===== config.mk =====
export PLATFORM = sky130hd
export DESIGN_NAME = display_scheduler
export DESIGN_NICKNAME = d
export VERILOG_FILES = /design/src/rtl/display_scheduler.sv
export SDC_FILE = /design/constraint.sdc
export NUM_CORES = 1
export LEC_CHECK = 0
export ABC_AREA = 0
export BUFFER_PORTS_ARGS = -buffer_cell sky130_fd_sc_hd__buf_2
export CAP_MARGIN = 15
export CORE_UTILIZATION = 35
export DETAILED_ROUTE_END_ITERATION = 7
export GPL_TIMING_DRIVEN = 0
export SLEW_MARGIN = 15
export SYNTH_ARGS = -nofsm -noshare
export SYNTH_HDL_FRONTEND = slang
export SYNTH_SLANG_ARGS = --single-unit

===== constraint.sdc =====
create_clock -name clock -period 2.6 [get_ports clock]
set_input_delay 0.13 -clock clock [delete_from_list [all_inputs] [get_ports clock]]
set_output_delay 0.13 -clock clock [all_outputs]
set_load 0.1 [all_outputs]

===== src/rtl/display_scheduler.sv =====
// Chooses what the four-digit display shows: timed page rotation, or a fixed hold window for one requester.
// Define DISPLAY_SCHED_FREEZE_EN to show a snapshot of the granted source for the whole window.
module display_scheduler #(
    parameter int DWELL_BITS = 24,
    parameter int HOLD_BITS  = 26
) (
    input  logic        clock,
    input  logic        reset,
    input  logic [63:0] src_data,
    input  logic [3:0]  req,
    input  logic        auto_en,
    output logic [3:0]  grant,
    output logic [3:0]  ack,
    output logic [1:0]  page,
    output logic [15:0] num
);

    typedef enum logic {
        ST_ROTATE = 1'b0,
        ST_SERVE  = 1'b1
    } state_t;

    state_t                state_q,  state_d;
    logic [1:0]            rr_q,     rr_d;
    logic [1:0]            page_q,   page_d;
    logic [DWELL_BITS-1:0] dwell_q,  dwell_d;
    logic [HOLD_BITS-1:0]  hold_q,   hold_d;
    logic [3:0]            grant_q,  grant_d;
    logic [15:0]           num_q,    num_d;
`ifdef DISPLAY_SCHED_FREEZE_EN
    logic [15:0]           snap_q,   snap_d;
`endif

    logic       hold_term;
    logic       dwell_term;
    logic       serve_end;
    logic       arb_enable;
    logic [1:0] serve_idx;
    logic [1:0] arb_base;
    logic [1:0] arb_cand;
    logic [1:0] arb_idx;
    logic       arb_found;

    function automatic logic [15:0] word_of(input logic [63:0] data, input logic [1:0] idx);
        logic [15:0] w;
        case (idx)
            2'd0:    w = data[15:0];
            2'd1:    w = data[31:16];
            2'd2:    w = data[47:32];
            default: w = data[63:48];
        endcase
        return w;
    endfunction

    function automatic logic [1:0] onehot_idx(input logic [3:0] oh);
        logic [1:0] i;
        case (oh)
            4'b0010: i = 2'd1;
            4'b0100: i = 2'd2;
            4'b1000: i = 2'd3;
            default: i = 2'd0;
        endcase
        return i;
    endfunction

    assign hold_term  = (hold_q == {HOLD_BITS{1'b1}});
    assign dwell_term = (dwell_q == {DWELL_BITS{1'b1}});
    assign serve_idx  = onehot_idx(grant_q);
    assign serve_end  = (state_q == ST_SERVE) && hold_term;
    assign arb_enable = (state_q == ST_ROTATE) || serve_end;

    // In the last hold cycle the pointer has not been written yet, so the search starts just past the source being served.
    assign arb_base = serve_end ? (serve_idx + 2'd1) : rr_q;

    always_comb begin
        arb_found = 1'b0;
        arb_idx   = 2'd0;
        arb_cand  = 2'd0;
        for (int k = 0; k < 4; k++) begin
            arb_cand = arb_base + 2'(k);
            if (!arb_found && req[arb_cand]) begin
                arb_found = 1'b1;
                arb_idx   = arb_cand;
            end
        end
    end

    always_comb begin
        state_d = state_q;
        rr_d    = rr_q;
        page_d  = page_q;
        dwell_d = dwell_q;
        hold_d  = hold_q;
        grant_d = grant_q;
`ifdef DISPLAY_SCHED_FREEZE_EN
        snap_d  = snap_q;
        num_d   = (state_q == ST_SERVE) ? snap_q : word_of(src_data, page_q);
`else
        num_d   = (state_q == ST_SERVE) ? word_of(src_data, serve_idx)
                                        : word_of(src_data, page_q);
`endif

        case (state_q)
            ST_ROTATE: begin
                if (auto_en) begin
                    if (dwell_term) begin
                        dwell_d = '0;
                        page_d  = page_q + 2'd1;
                    end else begin
                        dwell_d = dwell_q + 1'b1;
                    end
                end else begin
                    dwell_d = '0;
                end
            end
            ST_SERVE: begin
                hold_d = hold_q + 1'b1;
                if (hold_term) begin
                    rr_d    = serve_idx + 2'd1;
                    grant_d = 4'b0000;
                    state_d = ST_ROTATE;
                end
            end
            default: state_d = ST_ROTATE;
        endcase

        if (arb_enable && arb_found) begin
            state_d = ST_SERVE;
            grant_d = 4'b0001 << arb_idx;
            hold_d  = '0;
`ifdef DISPLAY_SCHED_FREEZE_EN
            snap_d  = word_of(src_data, arb_idx);
`endif
        end
    end

    always_ff @(posedge clock or posedge reset) begin
        if (reset) begin
            state_q <= ST_ROTATE;
            rr_q    <= 2'd0;
            page_q  <= 2'd0;
            dwell_q <= '0;
            hold_q  <= '0;
            grant_q <= 4'b0000;
            num_q   <= 16'h0000;
`ifdef DISPLAY_SCHED_FREEZE_EN
            snap_q  <= 16'h0000;
`endif
        end else begin
            state_q <= state_d;
            rr_q    <= rr_d;
            page_q  <= page_d;
            dwell_q <= dwell_d;
            hold_q  <= hold_d;
            grant_q <= grant_d;
            num_q   <= num_d;
`ifdef DISPLAY_SCHED_FREEZE_EN
            snap_q  <= snap_d;
`endif
        end
    end

    // The ack decode comes straight from flops so it coincides with the final grant cycle and clears with reset.
    assign ack   = serve_end ? grant_q : 4'b0000;
    assign grant = grant_q;
    assign page  = page_q;
    assign num   = num_q;

endmodule


Yosys cells after proc, flatten, opt, wreduce, memory -nomap -nowiden
Cells that the tools add are included.
Cells by class
  mux-type cells: 32
  eq/ne operators: 9
  reduce and logical (&&, ||, !) cells: 16
  shift operators: 1
  order comparisons: 4
  bitwise operators: 1
  add/subtract/negate cells: 7
Operators by type and width (number)
  $pmux W16 S3: 2
  $mux W26: 2
  $mux W24: 2
  $add A26 B1 Y26 const B: 1
  $eq A26 B26 Y1 const B: 1
  $add A24 B1 Y24 const B: 1
  $eq A24 B24 Y1 const B: 1
  $mux W16: 1
  $mux W4: 4
  $lt A2 B3 Y1 const B: 4
  $mux W1: 11
  $mux W2: 5
  $bmux W1 S2: 4
  $add A2 B1 Y2 const B: 3
  $pmux W2 S3: 1
  $logic_and A1 B1 Y1: 5
  $add A2 B2 Y2 const B: 2
  $eq A2 B1 Y1 const B: 2
  $eq A2 B2 Y1 const B: 2
  $eq A4 B2 Y1 const B: 1
  $eq A4 B3 Y1 const B: 1
  $eq A4 B4 Y1 const B: 1
  $logic_not A2 Y1: 2
  $reduce_and A2 Y1: 2
  6 further kinds: 9
Word-level totals
  output and inout port bits: 26
  flip-flop bits (word level): 75
  input port bits: 71

Logic depth before layout (Yosys ltp)
Gate-level depths: netlist of run 1.
  depth in word-level cells: 19
  depth in mapped cells: 10
  mapped depth without buffers: 8

Worst setup path after synthesis of run 1
OpenSTA, ideal clock, no wires.
  path kind: reg2reg
  start: register grant_q[2] (netlist: grant[2])
  end: register grant_q[1] (netlist: grant[1])
  arrival time: 2681 ps
  setup time: 125 ps
  setup slack: -206 ps
  path buffers: 0
  stages on the path, launching flop included: 8
  path through: dfrtp_1 > xnor2_1 > or3_1 > ha_1 > nor3b_1 > o311ai_0 > and4_4 > o21ai_1
On the way
  word-level cells in the longest chain between the ends: 19
  elaborated cells between the ends (all ways): 37
  those cells by class: 4 x add/sub; 3 x eq/ne; 1 x shift; 19 x mux; 10 x reduce/logical
Ends and longest elaborated chain
  from (decl): line 28  | logic [3:0] grant_q, grant_d;
  from (signal assigned): line 155  | grant_q <= grant_d;
  $eq A4 B4 Y1 (tied with other cells): line 57  | case (oh)
  $pmux W2 S3 (*): line 57
  $add A2 B1 Y2 (*): line 73  | assign arb_base = serve_end ? (serve_idx + 2'd1) : rr_q;
  $mux W2 (*): line 73
  parallel branches: the longest is 15 deep, another holds $add A2 B1 Y2
Every way passes the cells marked *. The select of a mux whose other input is x is not followed.
A chain may end at the register's enable or synchronous reset.

Final worst setup path of run 1
  start: register hold_q[0]
  end: register grant_q[2] (netlist: grant[2])
On the way
  word-level cells in the longest chain between the ends: 18
  elaborated cells between the ends (all ways): 35
  those cells by class: 3 x add/sub; 1 x eq/ne; 1 x shift; 18 x mux; 12 x reduce/logical
Ends and longest elaborated chain
  from (decl): line 27  | logic [HOLD_BITS-1:0] hold_q, hold_d;
  from (signal assigned): line 154  | hold_q <= hold_d;
  $eq A26 B26 Y1 (*): line 66  | assign hold_term = (hold_q == {HOLD_BITS{1'b1}});
  parallel branches: the longest is 17 deep, another holds $add A2 B1 Y2
Marks and branches as above.

==> results of run 1 <==
[worst max-delay path by stage]
stage | end | slack (ns) | depth (start not counted)
after floorplan | grant[1] | 0.09 | 7
after global placement | grant[3] | -0.65 | 2
after detailed placement | grant[0] | 0.1 | 7
after CTS | grant[0] | 0.04 | 8
after global routing | grant[2] | 0.02 | 8
final | grant[2] | 0.13 | 8
[cells by family after synthesis]
logic type,count (synthesis)
AND/OR/NAND/NOR,205
AO/OA/AOI/OAI,115
flip-flops,75
XOR/XNOR,42
buffers and inverters,39
adder cells (fa/ha/maj),10
multiplexers,1
[repair_timing]
action | 4_1_cts | 5_1_grt
endpoints found under the hold margin | 29 | 0
setup endpoints to repair | 4 | 24
gates resized for setup | 4 | 10
hold buffers | 1 | 0
[critical path: cells and delay by family, from the launching register on]
family / cells / cell delay (ns)
DFF: 1 / 0.41
buffers and inverters: 1 / 0.23
AOI/OAI and AO/OA: 2 / 0.26
adders and majority gates: 1 / 0.23
and+or+nand+nor: 4 / 1.24
[metrics by stage]
step,hold slack [ns],cells,setup slack (ns)
after floorplan,0.252,487,0.0856
after global placement,0.432,751,-0.650
after detailed placement,0.168,752,0.0963
after CTS,0.0758,766,0.0414
after global routing,0.117,765,0.0246
final,0.0953,765,0.128
[sequential cells by signal, indices dropped and copies added, names as in the netlist]
signal,cells
dwell_q,24
grant,4
hold_q,26
num,16
page,2
rr_q,2
state_q,1
[Yosys cell counts (2+ instances only)]
cell type                  count
sky130_fd_sc_hd__o31ai_1       4
sky130_fd_sc_hd__nand3b_1      2
sky130_fd_sc_hd__nor4_1        2
sky130_fd_sc_hd__and3_1       10
sky130_fd_sc_hd__buf_2         5
sky130_fd_sc_hd__a222oi_1     32
sky130_fd_sc_hd__nand2b_1      4
sky130_fd_sc_hd__buf_4         4
sky130_fd_sc_hd__and2_1        2
sky130_fd_sc_hd__xor2_1       20
sky130_fd_sc_hd__o21ai_0      32
sky130_fd_sc_hd__a21o_1       15
sky130_fd_sc_hd__nor2_1       52
sky130_fd_sc_hd__or3_1         5
sky130_fd_sc_hd__or2_2         2
sky130_fd_sc_hd__xnor2_1      22
sky130_fd_sc_hd__nor3_1        6
sky130_fd_sc_hd__nand2_1      67
sky130_fd_sc_hd__and4_1       11
sky130_fd_sc_hd__a21oi_1       4
sky130_fd_sc_hd__inv_1         9
sky130_fd_sc_hd__ha_1         10
sky130_fd_sc_hd__o211a_1      15
sky130_fd_sc_hd__nand3_1      23
sky130_fd_sc_hd__dfrtp_1      75
sky130_fd_sc_hd__a22o_1        2
sky130_fd_sc_hd__nand4_1      14
sky130_fd_sc_hd__clkbuf_1     18
[layer usage]
metal / global-route usage / part of all wire / wire length (µm) / vias up
li1: - / - / - / 2011
met5: 0 / 0.00093 / 11 / -
met4: 0.0615 / 0.014 / 167 / 2
met2: 0.303 / 0.45 / 5370 / 149
met1: 0.240 / 0.46 / 5470 / 1960
met3: 0.0427 / 0.068 / 799 / 16
[power by group through the flow]
stage / Sequential [mW] / Clock (mW) / Combinational (mW)
after floorplan: 1.30 / 0 / 0.0499
after global placement: 1.20 / 0 / 0.245
after detailed placement: 1.20 / 0 / 0.253
after CTS: 1.18 / 1.30 / 0.255
after global routing: 1.18 / 1.34 / 0.272
final: 1.18 / 1.26 / 0.256
[cell type report]
class / count / area [µm²] / area share
multi-input cells: 373 / 2420 / 0.439
repair buffers: 98 / 528 / 0.0956
plain buffers: 27 / 136 / 0.0247
flip-flops and latches: 75 / 1880 / 0.341
inverters: 10 / 40.0 / 0.00725
well taps: 168 / 210 / 0.0381
clock inverters: 2 / 35.0 / 0.00635
clock buffers: 12 / 267 / 0.0483
==> impl_results.md, run 1 <==
* Wire length after detailed routing at 11.8 mm
* Total power at 2.70 mW
* Sw Pwr at 0.637 mW
* Worst min-delay path endpoint: state_q
* Worst Hold Path Cells at 3
* Final-report max-slew violation count at 0
* Final core utilization at 0.452
* TritonCTS Sinks at 75
* Die Area at 13200 µm²
* Launch point of the worst reg-to-reg path: hold_q[0]
* Fmax at 405 MHz
* Outcome: completed
* Static leakage at 2.63 nW
* Fraction of final layout cells with drive strength greater than 1 at 0.229
* Worst path required time at 2.83 ns
* Portion of netlist area occupied by mux cells at 0.00225
* Post-synth design cell area at 4460 µm²
* First-pass GRT wire length at 19.0 mm
* Synthesized-area fraction occupied by adder cells at 0.0281
* Num rows at 40
* Gate power share at 0.095
* Worst reg-to-reg path cell count at 8
* First-pass DRT Iterations at 5
* Filler instances at 1234
* Startpoint Class: register
* Sequential share of power at 0.438
* Total Routing Usage GR at 0.184
* Clock network fraction of design power at 0.467
* Maximum number of pins on one net before global-route repair at 47
* CTS H-tree depth at 3
* Crit path max-delay cell type: sky130_fd_sc_hd__or4b_4
* Hold Crit Class: primary input to register
* Final setup violation count at 0
* Mean area per synthesized cell at 9.15 µm²
* Complex-gate fraction of the synthesized area at 0.203
* Number of vias in the routed layout at 4138
* Register area share after synthesis at 0.421
* RSZ-0062 raised after global routing: no
* Commonest cells after routing, fill and taps aside: sky130_fd_sc_hd__buf_2 (96), sky130_fd_sc_hd__dfrtp_1 (71), sky130_fd_sc_hd__nand2_1 (67)
* Cell area after placement at 5180 µm²
* Sum Neg Setup Slack at 0 ns
* Effective utilization at floorplan at 0.365
* Worst R2R Setup Slack at 0.13 ns
* Critical Path Sink Type: register
* Share of the synthesized area in the top cell type at 0.421
* End of the worst register-to-register path: grant[2]
* Most prevalent standard cell on the critical path: sky130_fd_sc_hd__and4_1
* Max-cap violations at 0
* Total power per unit cell area at 489 nW/µm²
* Clk_lat worst skew at 0.34 ns
* Async SR Flop Fraction at 1.00
* Data arrival time of the critical path at 2.70 ns
* Net count after synthesis at 568
* Ranking of synthesized cells by area: sky130_fd_sc_hd__dfrtp_1 (42%), sky130_fd_sc_hd__a222oi_1 (7.2%), sky130_fd_sc_hd__nand2_1 (5.6%), sky130_fd_sc_hd__nor2_1 (4.4%), sky130_fd_sc_hd__xnor2_1 (4.3%)
* Overflow left after global routing at 0
* Cell at the root of the clock tree: sky130_fd_sc_hd__clkbuf_16
* Headroom to the max-slew limit at 0.495
* Minimum period implied by the final worst setup slack at 2.47 ns
* Peak supply drop at 0.315 mV
* Xor-xnor portion of the synthesized cell area at 0.0826
* Final non-filler cell area at 5520 µm²
* Clock tree from TritonCTS: built
* Cell Int Power at 2.06 mW
* Vias in the first global route at 3847
* Number of hold-slack violations in the final timing report at 0
* DRC Markers at 0
* Io pins at 97
* Diodes inserted at 0
* Tcrit/Tclk final at 0.951
* Number of vias per cell after detailed routing at 5.41
* Number of buffers added by the clock tree synthesis step at 9
* Synth Area in Simple Gates at 0.223
* Synth warnings at 0
* Worst clock skew on the final layout at 0.0136 ns
* Cell variety after synth at 48
* Detail Placement HPWL at 8.65 mm
* Fraction of power spent switching nets at 0.236
* DR WL/cell at 15.4 µm
* Die X-Extent at 115 µm
* Number of antenna-violating nets in the routed design at 0
* Dominant combinational cell family by area after synthesis: simple AND/OR/NAND/NOR gates
* Max Root-Sink Buffers at 2
* Highest cell delay on the worst timing path at 0.53 ns
* Synthesis-to-finish area growth at 23.9%
* Worst-path cell chain: ha_1 > and4_1 > and4_1 > clkbuf_4 > a21oi_2 > or4b_4 > and4_4 > a22o_1
* Type of the setup path with the least slack: register to register
* Nets at 675
* Slew of the pin with the lowest slew margin at 0.751 ns
* Die Ht at 115 µm
* IO Port Bufs at 96
* Standard cell core area at 12200 µm²
* Crit Path Max Fanout at 14
* Launch point of the worst path: hold_q[0]
* Post-CTS setup repair buffer count at 0
* Number of flops mapped to enable cells by yosys at 0
* Worst Hold Launch: req[1]
* Most instantiated flip-flop cell in the synthesis netlist: sky130_fd_sc_hd__dfrtp_1
* Post-synthesis cell type with the largest combined area: sky130_fd_sc_hd__dfrtp_1
* DRC marker count from the first detailed-route iteration at 428
* Clock Pin Slew Worst Setup and Hold Paths at 0.06 ns
* Number of antenna violations at the first check in global routing at 1
* Yosys reg bits at 75
* Last weighted congestion value of the routability-driven placer at 0.827
* Synth Instances at 487
* Most common cell after layout, fill and taps aside: sky130_fd_sc_hd__buf_2
Power figures use the tool's default switching activity.
==> run 2: changes to the inputs <==
- CORE_UTILIZATION: 35 -> 55
- PLACE_DENSITY: default -> 0.81
==> impl_results.md, run 2 (synthesis gave the netlist of run 1 again) <==
* Clock network fraction of design power at 0.355 (was 0.467)
* Cell at the root of the clock tree: sky130_fd_sc_hd__clkbuf_8 (was sky130_fd_sc_hd__clkbuf_16)
* Most common cell after layout, fill and taps aside: sky130_fd_sc_hd__buf_2 (unchanged)
* Fmax at 401 MHz (was 405 MHz)
* Standard cell core area at 7770 µm² (was 12200 µm²)
* First-pass GRT wire length at 18.1 mm (was 19.0 mm)
* DRC marker count from the first detailed-route iteration at 482 (was 428)
* Final-report max-slew violation count at 0 (unchanged)
* Least setup slack across all paths after layout at 0.105 ns (was 0.128 ns)
* Clk_lat worst skew at 0.35 ns (was 0.34 ns)
* Slew of the pin with the lowest slew margin at 0.788 ns (was 0.751 ns)
* Cell area after placement at 5090 µm² (was 5180 µm²)
* Largest register FFs at 26 (unchanged)
* Max-cap violations at 0 (unchanged)
* Maximum number of pins on one net before global-route repair at 40 (was 47)
* Worst R2R Setup Slack at 0.11 ns (was 0.13 ns)
* GR met2 Demand/Resource at 0.474 (was 0.303)
* Last weighted congestion value of the routability-driven placer at 0.920 (was 0.827)
* Worst clock skew on the final layout at 0.00891 ns (was 0.0136 ns)
* Die Area at 8460 µm² (was 13200 µm²)
* Vias in the first global route at 3982 (was 3847)
* Highest cell delay on the worst timing path at 0.52 ns (was 0.53 ns)
* Detail Placement HPWL at 8.23 mm (was 8.65 mm)
* Synthesis-to-finish area growth at 18.8% (was 23.9%)
* Number of vias in the routed layout at 4281 (was 4138)
* Commonest cells after routing, fill and taps aside: sky130_fd_sc_hd__buf_2 (96), sky130_fd_sc_hd__dfrtp_1 (71), sky130_fd_sc_hd__nand2_1 (67) (unchanged)
* Number of antenna-violating nets in the routed design at 0 (unchanged)
* Static leakage at 2.56 nW (was 2.63 nW)
* RSZ-0062 raised after global routing: no (unchanged)
* Clock Pin Slew Worst Setup and Hold Paths at 0.07 ns (was 0.06 ns)
* Headroom to the max-slew limit at 0.470 (was 0.495)
* Overflow left after global routing at 0 (unchanged)
* Die X-Extent at 92.0 µm (was 115 µm)
* Worst path required time at 2.84 ns (was 2.83 ns)
* Sw Pwr at 0.607 mW (was 0.637 mW)
* Critical Path Sink Type: register (unchanged)
* Data arrival time of the critical path at 2.74 ns (was 2.70 ns)
* Worst Hold Path Cells at 3 (unchanged)
* IO Port Bufs at 96 (unchanged)
* Number of hold-slack violations in the final timing report at 0 (unchanged)
* Effective utilization at floorplan at 0.574 (was 0.365)
* WHS at 0.0906 ns (was 0.0953 ns)
* First-pass DRT Iterations at 7 (was 5)
* Number of buffers added by the clock tree synthesis step at 9 (unchanged)
* Num rows at 32 (was 40)
* Final non-filler cell area at 5290 µm² (was 5520 µm²)
* Layer with the highest usage after global routing: met2 (unchanged)
* Tcrit/Tclk final at 0.960 (was 0.951)
* Met3 Track Usage GR at 0.0522 (was 0.0427)
* Setup crit end: grant[2] (unchanged)
* Post-Layout Cell Count at 702 (was 765)
* Worst reg-to-reg path cell count at 8 (unchanged)
* Number of vias per cell after detailed routing at 6.10 (was 5.41)
* Pre-CTS setup slack at 0.0867 ns (was 0.0963 ns)
* Io pins at 97 (unchanged)
* Post-CTS setup repair buffer count at 0 (unchanged)
* Minimum period implied by the final worst setup slack at 2.49 ns (was 2.47 ns)
* Cell Int Power at 1.62 mW (was 2.06 mW)
* Diodes inserted at 0 (unchanged)
* Most prevalent standard cell on the critical path: sky130_fd_sc_hd__and4_1 (unchanged)
* Biggest register: hold_q (unchanged)
* Total Routing Usage GR at 0.272 (was 0.184)
* Clock tree from TritonCTS: built (unchanged)
* Worst-path cell chain: ha_1 > and4_1 > and4_1 > clkbuf_4 > a21oi_2 > or4b_4 > and4_4 > a22o_1 (unchanged)
* Type of the setup path with the least slack: register to register (unchanged)
* DRC Markers at 0 (unchanged)
* Startpoint Class: register (unchanged)
* Crit path max-delay cell type: sky130_fd_sc_hd__or4b_4 (unchanged)
* Gate power share at 0.114 (was 0.095)
* Launch point of the worst reg-to-reg path: hold_q[0] (unchanged)
* Fraction of final layout cells with drive strength greater than 1 at 0.225 (was 0.229)
* End of the worst register-to-register path: grant[2] (unchanged)
* Placed cell count at 686 (was 752)
* CTS H-tree depth at 3 (unchanged)
* Nets at 676 (was 675)
* Max Root-Sink Buffers at 2 (unchanged)
* Fraction of power spent switching nets at 0.273 (was 0.236)
* Peak supply drop at 0.306 mV (was 0.315 mV)
* Total power per unit cell area at 421 nW/µm² (was 489 nW/µm²)
* Final setup violation count at 0 (unchanged)
* Launch point of the worst path: hold_q[0] (unchanged)
* Outcome: completed (unchanged)
* Hold Crit Class: primary input to register (unchanged)
* Sequential share of power at 0.531 (was 0.438)
* Number of antenna violations at the first check in global routing at 0 (was 1)
* Wire length after detailed routing at 11.3 mm (was 11.8 mm)
* Met1 track demand over resource at 0.333 (was 0.240)
* Crit Path Max Fanout at 14 (unchanged)
* TritonCTS Sinks at 75 (unchanged)
* DR WL/cell at 16.1 µm (was 15.4 µm)
* Die Ht at 92.0 µm (was 115 µm)
-- run 2: cell count changes in the layout (fill, tap and decap cells not counted), moves of 2 or more --
cell | before | now
sky130_fd_sc_hd__clkbuf_8 | 3 | 10
sky130_fd_sc_hd__clkbuf_2 | 3 | 1
sky130_fd_sc_hd__clkbuf_1 | 13 | 17
sky130_fd_sc_hd__clkbuf_16 | 9 | 0
sky130_fd_sc_hd__clkinv_2 | 1 | 4
-- run 2: layer usage --
metal	wire [µm]	share of wire	vias up
met2	5500	0.49	207
met4	195	0.017	0
li1	-	-	2013
met3	875	0.077	21
met5	0	0	-
met1	4760	0.42	2040
-- run 2: area by class of cell --
type                            instances  area (µm²)
Timing Repair Buffer                   98         520
Buffer                                 28         138
Clock inverter                          5        28.8
Multi-Input combinational cell        373        2410
Inverter                               10        40.0
Fill cell                             648        2470
Tap cell                              102         128
Clock buffer                           11         141
Sequential cell                        75        1880
-- run 2: repair_timing --
action	in CTS	in global routing
hold endpoints to repair	36	0
endpoints found under the setup margin	4	14
pin swaps	0	0
hold buffers	1	0
gates resized for setup	4	5
-- run 2: worst min path at each step --
stage                  from  endpoint  slack [ns]
3_3_place_gp         req[1]   state_q        0.44
6_report             req[1]   state_q        0.09
2_1_floorplan        req[0]   state_q        0.25
3_5_place_dp          reset    num[1]        0.19
5_1_grt        src_data[55]    num[7]        0.09
4_1_cts              req[0]   state_q        0.08
-- run 2: per-stage QoR --
step / util / setup TNS (ns) / power, mW
global placement: 0.653 / -21.47 / 1.45
global route: 0.681 / 0 / 2.31
detailed placement: 0.655 / 0 / 1.45
floorplan: - / 0 / 1.35
CTS: 0.679 / 0 / 2.24
finish: 0.681 / 0 / 2.23
-- run 2: critical path, delay by kind of cell (launching register included) --
kind	cells	cell delay [ns]
AOI/OAI and AO/OA	2	0.26
adders and majority gates	1	0.23
and+or+nand+nor	4	1.21
DFF	1	0.43
buffers and inverters	1	0.23
-- run 2: power by group through the flow --
stage               logic (mW)  registers [mW]  clock network [mW]
global placement         0.241            1.21                   0
finish                   0.253            1.18               0.791
global route             0.267            1.18               0.864
floorplan               0.0499            1.30                   0
detailed placement       0.250            1.21                   0
CTS                      0.251            1.18               0.808
